<file path="src/rtl/dataflow_reconfig_scheduler.sv">
// Reconfiguration sequencer for the multi-dataflow kernel: gates and drains
// in-flight tokens, switches the network ID, waits a settle interval, then acknowledges.
module dataflow_reconfig_scheduler #(
    parameter int ID_WIDTH      = 8,
    parameter int NUM_CFG       = 2,
    parameter int CNT_WIDTH     = 8,
    parameter int SETTLE_CYCLES = 2
) (
    input  logic                clk_i,
    input  logic                rst_ni,
    input  logic                cfg_req_i,
    input  logic [ID_WIDTH-1:0] cfg_id_i,
    output logic                cfg_ack_o,
    output logic                cfg_err_o,
    input  logic                in_fire_i,
    input  logic                out_fire_i,
    output logic                in_gate_o,
    output logic [ID_WIDTH-1:0] id_o,
    output logic                cfg_valid_o,
    output logic                busy_o
);

    localparam int SETTLE_W = (SETTLE_CYCLES > 0) ? $clog2(SETTLE_CYCLES + 1) : 1;

    typedef enum logic [1:0] {IDLE, DRAIN, SWITCH, SETTLE} state_t;

    state_t                 state;
    logic [CNT_WIDTH-1:0]   count;
    logic [ID_WIDTH-1:0]    pending_id;
    logic [SETTLE_W-1:0]    settle_cnt;
    logic                   count_full;
    logic                   count_empty;
    logic                   id_legal;

    assign count_full  = (count == '1);
    assign count_empty = (count == '0);
    assign id_legal    = (cfg_id_i != '0) && (cfg_id_i <= ID_WIDTH'(NUM_CFG));
    assign in_gate_o   = (state != IDLE) || !cfg_valid_o || count_full;

    // Saturating token counter; tokens accepted despite the gate are still tracked.
    always_ff @(posedge clk_i or negedge rst_ni) begin
        if (!rst_ni) begin
            count <= '0;
        end else if (in_fire_i && !out_fire_i && !count_full) begin
            count <= count + 1'b1;
        end else if (out_fire_i && !in_fire_i && !count_empty) begin
            count <= count - 1'b1;
        end
    end

    always_ff @(posedge clk_i or negedge rst_ni) begin
        if (!rst_ni) begin
            state       <= IDLE;
            id_o        <= '0;
            pending_id  <= '0;
            settle_cnt  <= '0;
            cfg_valid_o <= 1'b0;
            cfg_ack_o   <= 1'b0;
            cfg_err_o   <= 1'b0;
            busy_o      <= 1'b0;
        end else begin
            cfg_ack_o <= 1'b0;
            cfg_err_o <= 1'b0;
            case (state)
                IDLE: begin
                    // Ignoring the request during its own ack cycle stops a held request re-firing.
                    if (cfg_req_i && !cfg_ack_o) begin
                        if (!id_legal) begin
                            cfg_ack_o <= 1'b1;
                            cfg_err_o <= 1'b1;
                        end else if (cfg_id_i == id_o && cfg_valid_o) begin
                            cfg_ack_o <= 1'b1;
                        end else begin
                            pending_id  <= cfg_id_i;
                            cfg_valid_o <= 1'b0;
                            busy_o      <= 1'b1;
                            state       <= DRAIN;
                        end
                    end
                end
                DRAIN: begin
                    if (count_empty) state <= SWITCH;
                end
                SWITCH: begin
                    id_o       <= pending_id;
                    settle_cnt <= SETTLE_W'(SETTLE_CYCLES);
                    if (SETTLE_CYCLES == 0) begin
                        cfg_valid_o <= 1'b1;
                        cfg_ack_o   <= 1'b1;
                        busy_o      <= 1'b0;
                        state       <= IDLE;
                    end else begin
                        state <= SETTLE;
                    end
                end
                SETTLE: begin
                    if (settle_cnt <= SETTLE_W'(1)) begin
                        cfg_valid_o <= 1'b1;
                        cfg_ack_o   <= 1'b1;
                        busy_o      <= 1'b0;
                        state       <= IDLE;
                    end else begin
                        settle_cnt <= settle_cnt - 1'b1;
                    end
                end
                default: state <= IDLE;
            endcase
        end
    end

endmodule

</file>
<file path="config.mk">
export PLATFORM = sky130hd
export DESIGN_NAME = dataflow_reconfig_scheduler
export DESIGN_NICKNAME = d
export VERILOG_FILES = /design/src/rtl/dataflow_reconfig_scheduler.sv
export SDC_FILE = /design/constraint.sdc
export NUM_CORES = 1
export LEC_CHECK = 0
export CAP_MARGIN = 10
export CORE_MARGIN = 2
export CORE_UTILIZATION = 48
export DETAILED_ROUTE_END_ITERATION = 6
export PLACE_DENSITY = 0.75
export SLEW_MARGIN = 20
export SYNTH_ARGS = -nofsm -noshare
export SYNTH_HDL_FRONTEND = slang
export SYNTH_SLANG_ARGS = --single-unit
</file>
<file path="constraint.sdc">
create_clock -name clk_i -period 2.6 [get_ports clk_i]
set_clock_uncertainty 0.2 [all_clocks]
set_input_delay 0.26 -clock clk_i [delete_from_list [all_inputs] [get_ports clk_i]]
set_output_delay 0.26 -clock clk_i [all_outputs]
set_load 0.01 [all_outputs]
</file>
==> Word level (Yosys, flattened, before mapping) <==
Cells that the tools add are included.
{ "classes": {"n_addsub": 3, "n_mul": 0, "n_div": 0, "order_cmp": 2, "eq_ne": 11, "n_shift": 0, "muxes": 28, "bitwise": 1, "reduce_logical": 26} }
{ "op_table": {"columns": ["operator", "count"], "rows": [
  ["$mux 8", 2],
  ["$mux 1", 15],
  ["$mux 2", 6],
  ["$ne 2x2->1 const B", 6],
  ["$reduce_and 5->1", 2],
  ["$add 8x1->8 const B", 1],
  ["$eq 8x8->1", 1],
  ["$eq 8x8->1 const B", 1],
  ["$le 8x2->1 const B", 1],
  ["$logic_not 8->1", 1],
  ["$pmux 2 s4", 1],
  ["$reduce_bool 2->1", 4],
  ["$reduce_bool 8->1", 1],
  ["$sub 8x1->8 const B", 1],
  ["$logic_and 1x1->1", 7],
  ["$logic_not 1->1", 6],
  ["$pmux 1 s2", 3],
  ["$eq 2x2->1 const B", 2],
  ["$pmux 2 s2", 1],
  ["$reduce_and 4->1", 1],
  ["$eq 2x1->1 const B", 1],
  ["$le 2x1->1 const B", 1],
  ["$logic_not 2->1", 1],
  ["$logic_or 1x1->1", 2],
  ["other kinds (3)", 3]
]} }
{ "totals": {"regBits": 32, "latch_bits": 0, "ram_bits": 0, "mem_bits_ro": 0, "input_bits": 13, "mem_count": 0} }

==> Logic depth before layout (Yosys ltp) <==
{ "logic_depth": {"depth_word": 6, "ltp_mapped": 8, "mapped_depth_nobuf": 8} }

==> Worst setup path after synthesis <==
Ideal clock, no wire load.
{ "synth_timing": {"path_type": "reg2reg", "startpoint": "reg count[0]", "endpoint": "reg count[6]", "setup_time_ns": 0.064, "arrival_ns": 2.557, "required_time_ns": 2.336, "slack_ns": -0.222, "stages_incl_launch_ff": 9, "period_less_slack_ns": 2.822, "path_cell_list": "dfrtp_1 nand4_1 o21ai_0 fa_1 a21o_1 a21oi_1 or4b_2 o2111ai_1 mux2_2"} }
{ "synth_between": {"elab_chain_len": 4, "word_cells_on_any_way": 11, "cone_classes": "add/sub: 2; eq/ne: 1; mux: 2; reduce/logical: 6"} }
{ "synth_rtl": {"columns": ["element", "line_no", "text"], "rows": [
  ["from (decl)", "28", "logic [CNT_WIDTH-1:0] count;"],
  ["from (signal assigned)", "45", "count <= count + 1'b1;"],
  ["from (signal assigned)", "47", "count <= count - 1'b1;"],
  ["branches (longest 4 deep; another with $sub 8x1->8)", null, null]
]} }
Parallel ways; which one is timed is not known. The select of a mux whose other input is x is not followed.
A chain may end at the register's enable or synchronous reset.

==> Worst setup path after layout <==
{ "layout_timing": {"startpoint": "reg count[5]", "endpoint": "reg count[6]"} }
The elaborated chain is that of the path after synthesis.

==> results.yml <==
yosys:
  async_flop_share_pct: 100.0
  ys_dominant_reg_cell: "dfrtp_1"
  seq_area_frac_synth_pct: 45.45
  yosysWarnings: 0
  ys_ff_latch: 32
  synth_area_leaders: "dfrtp_1 45%, ha_1 7.8%, mux2_2 7.7%"
  syn_area_um2: 1762
  syn_area_per_cell_um2: 11.08
  synth.top_cell.area_share_pct: 45.45
  synth_area_leader_cell: "dfrtp_1"
  synth_edf_count: 0
  syn_nets: 184
  synthCells: 159
  synth_cell_type_count: 40
power:
  intPower_mw: 1.559
  p_sw_mw: 0.8889
  leakagePower_nw: 1.122
  power_frac_comb_pct: 54.8
  p_per_area_nw_per_um2: 1006
  finalPower_mw: 2.448
  swShare_pct: 36.31
  seq_power_share_pct: 29.2
  ir_drop_v: 0.0004462
  clkPwrFrac_pct: 16.0
sta:
  period_needed_ns: 2.495
  slew_viol_final: 0
  worst_pin_slew_ns: 0.5444
  hold_viol_final: 0
  hold_ws_ns: 0.1783
  fin_crit_sh_pct: 95.98
  slew_headroom_pct: 63.71
  max_freq_mhz: 400.7
  setup_violations: 0
routing:
  wire_per_inst_um: 14.49
  num_vias: 1464
  via_per_inst: 5.382
  dr.pass1.iters: 4
  drc: 0
  drtIter0Drc: 118
  routed_wl_um: 3941
  drtAntennaViolNets: 0
worst_setup_path:
  reg2reg_slack_ns: 0.10
  critPathCaptureType: "register"
  cp.required_ns: 2.61
  reg2reg_to: "count[6]$_DFFE_PN0P_"
  crit_type: "register to register"
  reg2reg_from: "count[5]$_DFFE_PN0P_"
  crit_fanout: 6
  arrival_ns: 2.51
  reg2reg_depth: 9
  start_kind: "register"
die:
  coreArea_um2: 3606
  dieArea_um2: 4171
  fp.dieW_um: 64.58
  io_pins: 26
  die-height_um: 64.58
  start_util_pct: 48.85
  std_cell_rows: 22
clocking:
  cts.clk_slew.worst_paths_ns: 0.07
  cts-root-buf: "clkbuf_8"
  cts_num_sinks: 32
  clk_latency_ns: 0.28
  tritoncts: "yes"
  htree_levels: 2
  cts_made_buffers: 5
  cts_max_path_buffers: 2
layout:
  nets: 248
  area_growth_pct: 38.07
  fin_cells: 272
  final_cell_mix: "34 x buf_4, 32 x dfrtp_1, 25 x clkdlybuf4s50_1"
  diodes: 0
  drive_gt1_share_pct: 29.46
  layout_commonest_cell: "buf_4"
  post-route-util_pct: 67.45
placed_design:
  port_buffers: 25
  gp_congestion: 0.8640
  placed_cells: 261
  hpwl_um: 2968
min_path:
  min_path_type: "input pin to asynchronous set/reset pin"
grt:
  grt_overflow_total: 0
  grt_start_max_net_pins: 33
  track_usage_pct: 20.40
  antenna_found_initial: 0
  grt_pass1_wl_um: 6513
  grt_pass1_vias: 1415
run_status:
  outcome: "complete, no violations"
flow_run:
  maxCapViolations: 0
==> layout make-up <==
type                    count  area [um^2]
flip-flops and latches     32        800.8
clock buffers               6        82.58
clock inverters             2        10.01
repair buffers             59        505.5
well taps                  48        60.06
multi-input cells         116        939.7
fillers                   265         1174
inverters                   9        33.78
==> worst max-delay path, stage by stage, from the launching register on <==
cell and delay, ns:
dfrtp_1 0.36, nand4_1 0.19, o21ai_4 0.27, buf_4 0.15, fa_2 0.19, a21o_1 0.11
a21oi_1 0.07, or4b_2 0.61, o2111ai_1 0.10, mux2_2 0.17
==> how the worst max path moves through the flow <==
stage	from	to	depth (start not counted)
2_1_floorplan	count[0]$_DFFE_PN0P_	count[6]$_DFFE_PN0P_	8
6_report	count[5]$_DFFE_PN0P_	count[6]$_DFFE_PN0P_	9
4_1_cts	in_fire_i	count[7]$_DFFE_PN0P_	10
3_3_place_gp	in_fire_i	count[6]$_DFFE_PN0P_	9
5_1_grt	count[6]$_DFFE_PN0P_	count[6]$_DFFE_PN0P_	9
3_5_place_dp	in_fire_i	count[7]$_DFFE_PN0P_	10
==> registers in the layout, indices dropped and copies added, names as in the netlist <==
| name | cells |
|---|---|
| count | 8 |
| settle_cnt | 2 |
| id_o | 8 |
| cfg_ack_o | 1 |
| cfg_valid_o | 1 |
| cfg_err_o | 1 |
| pending_id | 8 |
| state | 2 |
| busy_o | 1 |
==> cell usage after synthesis, drive strengths merged, types with 3 or more instances <==
| master | number |
|---|---|
| and2 | 7 |
| nor4 | 3 |
| nand4 | 3 |
| a21oi | 9 |
| dfrtp | 32 |
| nand2 | 6 |
| nor3 | 3 |
| inv | 9 |
| ha | 11 |
| xnor2 | 13 |
| mux2 | 15 |
| o21ai | 3 |
| nor2 | 14 |
==> metal layers <==
layer	global-route usage [%]	up-vias	wire length, um
li1	-	693	-
met5	0	-	0
met1	25.39	725	1770
met4	6.649	0	55
met2	34.90	40	1996
met3	4.861	6	119
==> logic make-up (layout without fill, tap and decap cells) <==
group | after synthesis | in the layout | share of synthesized area [%]
AND/OR/NAND/NOR | 45 | 45 | 14.35
flip-flops | 32 | 32 | 45.45
AO/OA/AOI/OAI | 29 | 29 | 11.15
XOR/XNOR | 15 | 15 | 7.458
multiplexers | 15 | 15 | 10.23
adder cells (fa/ha/maj) | 12 | 12 | 8.949
buffers and inverters | 11 | 76 | 2.414
==> repair_timing <==
item                       CTS  global route
hold buffers                 0             0
pin swaps                    0             3
buffers inserted             0             3
resized for setup            2             5
setup endpoints to repair    2             2
hold endpoints to repair     0             0
==> stage by stage <==
stage | setup WS [ns] | setup TNS (ns) | cell area [um^2]
after global placement | -0.2403 | -0.8102 | 2296
after global routing | -0.005248 | -0.005248 | 2432
final | 0.1045 | 0 | 2432
after CTS | 0.01605 | 0 | 2400
after detailed placement | -0.3784 | -1.757 | 2296
after floorplan | 0.01265 | 0 | 1762
==> power groups by stage <==
stage / registers, mW / clock network, mW / logic [mW]
after detailed placement: 0.722 / 0 / 1.30
after global placement: 0.713 / 0 / 1.24
final: 0.716 / 0.391 / 1.34
after floorplan: 0.750 / 0 / 0.739
after global routing: 0.728 / 0.426 / 1.46
after CTS: 0.714 / 0.394 / 1.31
Note: power is estimated with default switching activity, not from simulation.
==> RTL edit: new RTL, same settings <==
Re-encode `state_t` (4 states) as one-hot, 4 bits wide.
--- a/src/rtl/dataflow_reconfig_scheduler.sv
+++ b/src/rtl/dataflow_reconfig_scheduler.sv
@@ -24,3 +24,3 @@
 
-    typedef enum logic [1:0] {IDLE, DRAIN, SWITCH, SETTLE} state_t;
+    typedef enum logic [3:0] {IDLE = 4'b0001, DRAIN = 4'b0010, SWITCH = 4'b0100, SETTLE = 4'b1000} state_t;
 
Behaviour: same outputs for any inputs over 10 cycles, from zero or initial values and one cycle with rst_ni low; not proved beyond that.
==> RTL edit against the unedited design <==
  * Cell count down 18%
  * Highest routed layer unchanged
  * Critical path depth down 6
  * Setup slack better by 0.050 ns
  * Largest cell class is now sequential cells
  * Global-route usage down 0.85 points
  * Routed wire length down 15%
  * Synthesized area down 2.6%
  * Cell area down 13%
  * Count of clock-buffer cells in the layout up 2
  * Sequential cell count up 2
Power is not compared: it rests on default switching activity, and its combinational part moved more than twofold at a synthesized area within 25%.
==> RTL edit: results (changes against the unedited design) <==
| Metric | Value |
|---|---|
| Post-Syn Nets | `158 (was 184)` |
| Post-cts gate resize count | `0 (was 2)` |
| Yosys cell types | `36 (was 40)` |
| Slowest Stage Delay on Critical Path | `0.56 ns (was 0.61 ns)` |
| Kind of cell adding the most delay to the critical path | `flip-flops (was simple AND/OR/NAND/NOR gates)` |
| DP HPWL | `2.58 mm (was 2.97 mm)` |
| Final Instance Count excl. Fillers | `222 (was 272)` |
| Skew-Pair Late Insertion Delay | `0.34 ns (was 0.28 ns)` |
| Total number of vias | `1197 (was 1464)` |
| Setup Buffers After CTS | `0 (unchanged)` |
| Number of inserted diodes | `0 (unchanged)` |
| Status | `finished, final reports clean (unchanged)` |
| YS warnings | `0 (unchanged)` |
| Hold Path Class | `in -> async (unchanged)` |
| Worst-path clk slew | `0.10 ns (was 0.07 ns)` |
| Root buf cell | `clkbuf_4 (was clkbuf_8)` |
| H-tree levels | `2 (unchanged)` |
| Worst EP arrival | `1.99 ns (was 2.51 ns)` |
| Routability cong. | `0.744 (was 0.864)` |
| Initial antenna violation count | `0 (unchanged)` |
| Initial DRC Count | `34 (was 118)` |
| Tot GR Track Use | `19.5% (was 20.4%)` |
| Top cells by area, synth | `dfrtp_1 48%, mux2_2 6.6%, xnor2_1 6.1%, ha_1 5.1%, mux2_4 3.5% (was dfrtp_1 45%, ha_1 7.8%, mux2_2 7.7%, xnor2_1 6.5%, nor2_1 3.0%)` |
| Worst-path maximum fanout | `4 (was 6)` |
| Pleak | `0.932 nW` |
| Slew HR | `67.3% (was 63.7%)` |
| Share of layout cells above drive strength 1 | `19.9% (was 29.5%)` |
| Post-synth top cells | `33 x dfrtp_1, 12 x xnor2_1, 10 x mux2_2 (was 32 x dfrtp_1, 14 x nor2_1, 13 x xnor2_1)` |
| Number of global-route vias before repair | `1259 (was 1415)` |
| Slowest stage cell, crit path | `dfstp_2 (was or4b_2)` |
| Top flop regs | `count (8), id_o (8), pending_id (8) (unchanged)` |
| Dpl cells | `214 (was 261)` |
| Largest net degree at the start of global routing | `35 (was 33)` |
| Cts bufs inserted | `5 (unchanged)` |
| Port-buffer cells | `25 (unchanged)` |
| Synth Instances | `137 (was 159)` |
| Clock Path Buffers | `2 (unchanged)` |
| Switch share | `33.6%` |
| DR pass1 iterations | `3 (was 4)` |
| VDD IR max | `0.430 mV` |
| Sequential-to-total area share from yosys stat | `49.7% (was 45.5%)` |
| First-pass GRT wire length | `6.11 mm (was 6.51 mm)` |
| Nets | `196 (was 248)` |
| Final WL | `3.36 mm (was 3.94 mm)` |
| Async S/R FF share, synth | `100% (unchanged)` |
## RTL edit: cell types whose count changed in the layout (fill, tap and decap cells not counted), moves of 4 or more
| cell | delta |
|---|---|
| inv_1 | -7 |
| nand2_1 | -6 |
| nor2b_1 | +6 |
| clkbuf_8 | -6 |
| clkbuf_4 | +5 |
| ha_1 | -4 |
| nor2_1 | -10 |
| buf_4 | -27 |
| and2_1 | -7 |
## RTL edit: worst paths after layout
path | from | to | slack [ns] | cells past startpoint
max in group asynchronous | rst_ni | state[0] | 1.75 | 2
worst min register to register | settle_cnt[0] | settle_cnt[0] | 0.29 | 1
min in group clk_i | settle_cnt[0] | settle_cnt[0] | 0.29 | 1
worst min-delay path | rst_ni | state[1] | 0.11 | 2
worst max register to register | count[7] | count[6] | 0.21 | 8
worst max-delay path | state[0] | in_gate_o | 0.15 | 3
## RTL edit: worst register-to-register path, delay by kind of cell (launching register included)
family / cells / cell delay (ns)
AND/OR/NAND/NOR: 1 / 0.22
flip-flops: 1 / 0.44
AO/OA/AOI/OAI: 4 / 0.81
multiplexers: 1 / 0.25
adder cells (fa/ha/maj): 1 / 0.29
XOR/XNOR: 1 / 0.08
## RTL edit: cells by family after synthesis
family	share of synthesized area, %
DFF	49.7
buffers and inverters	0.729
adders and majority gates	6.27
and+or+nand+nor	14.4
xor gates and xnor gates	8.17
muxes	11.2
AOI/OAI and AO/OA	9.48
## RTL edit: per-stage QoR
step                worst slack, ns  power (mW)  hold slack [ns]  instance area (µm²)
finish                        0.155        1.59            0.110                 2120
global route                0.00747        1.71            0.120                 2120
CTS                          0.0919        1.60            0.119                 2120
detailed placement           0.0493        1.32            0.271                 2070
global placement              0.111        1.30            0.267                 2070
floorplan                     0.258        1.14           -0.236                 1720
## RTL edit: routing by layer
layer	routed length (µm)	track usage, %	vias to the layer above
met1	1520	25.3	601
li1	-	-	577
met2	1700	31.4	15
met4	31	6.52	0
met5	0	0	-
met3	110	5.81	4
## RTL edit: cell type report
cell class	count	area (µm²)
fill	265	1270
tap	46	57.6
inverter	2	7.51
sequential	34	852
timing repair buffer	32	303
multi-input combinational	100	851
clock buffer	8	48.8
## RTL edit: power by group through the flow
stage | Combinational [mW] | Sequential [mW] | Clock [mW]
after floorplan | 0.459 | 0.680 | 0
after global placement | 0.608 | 0.688 | 0
after detailed placement | 0.631 | 0.693 | 0
after CTS | 0.635 | 0.683 | 0.280
after global routing | 0.708 | 0.697 | 0.308
final | 0.634 | 0.685 | 0.276
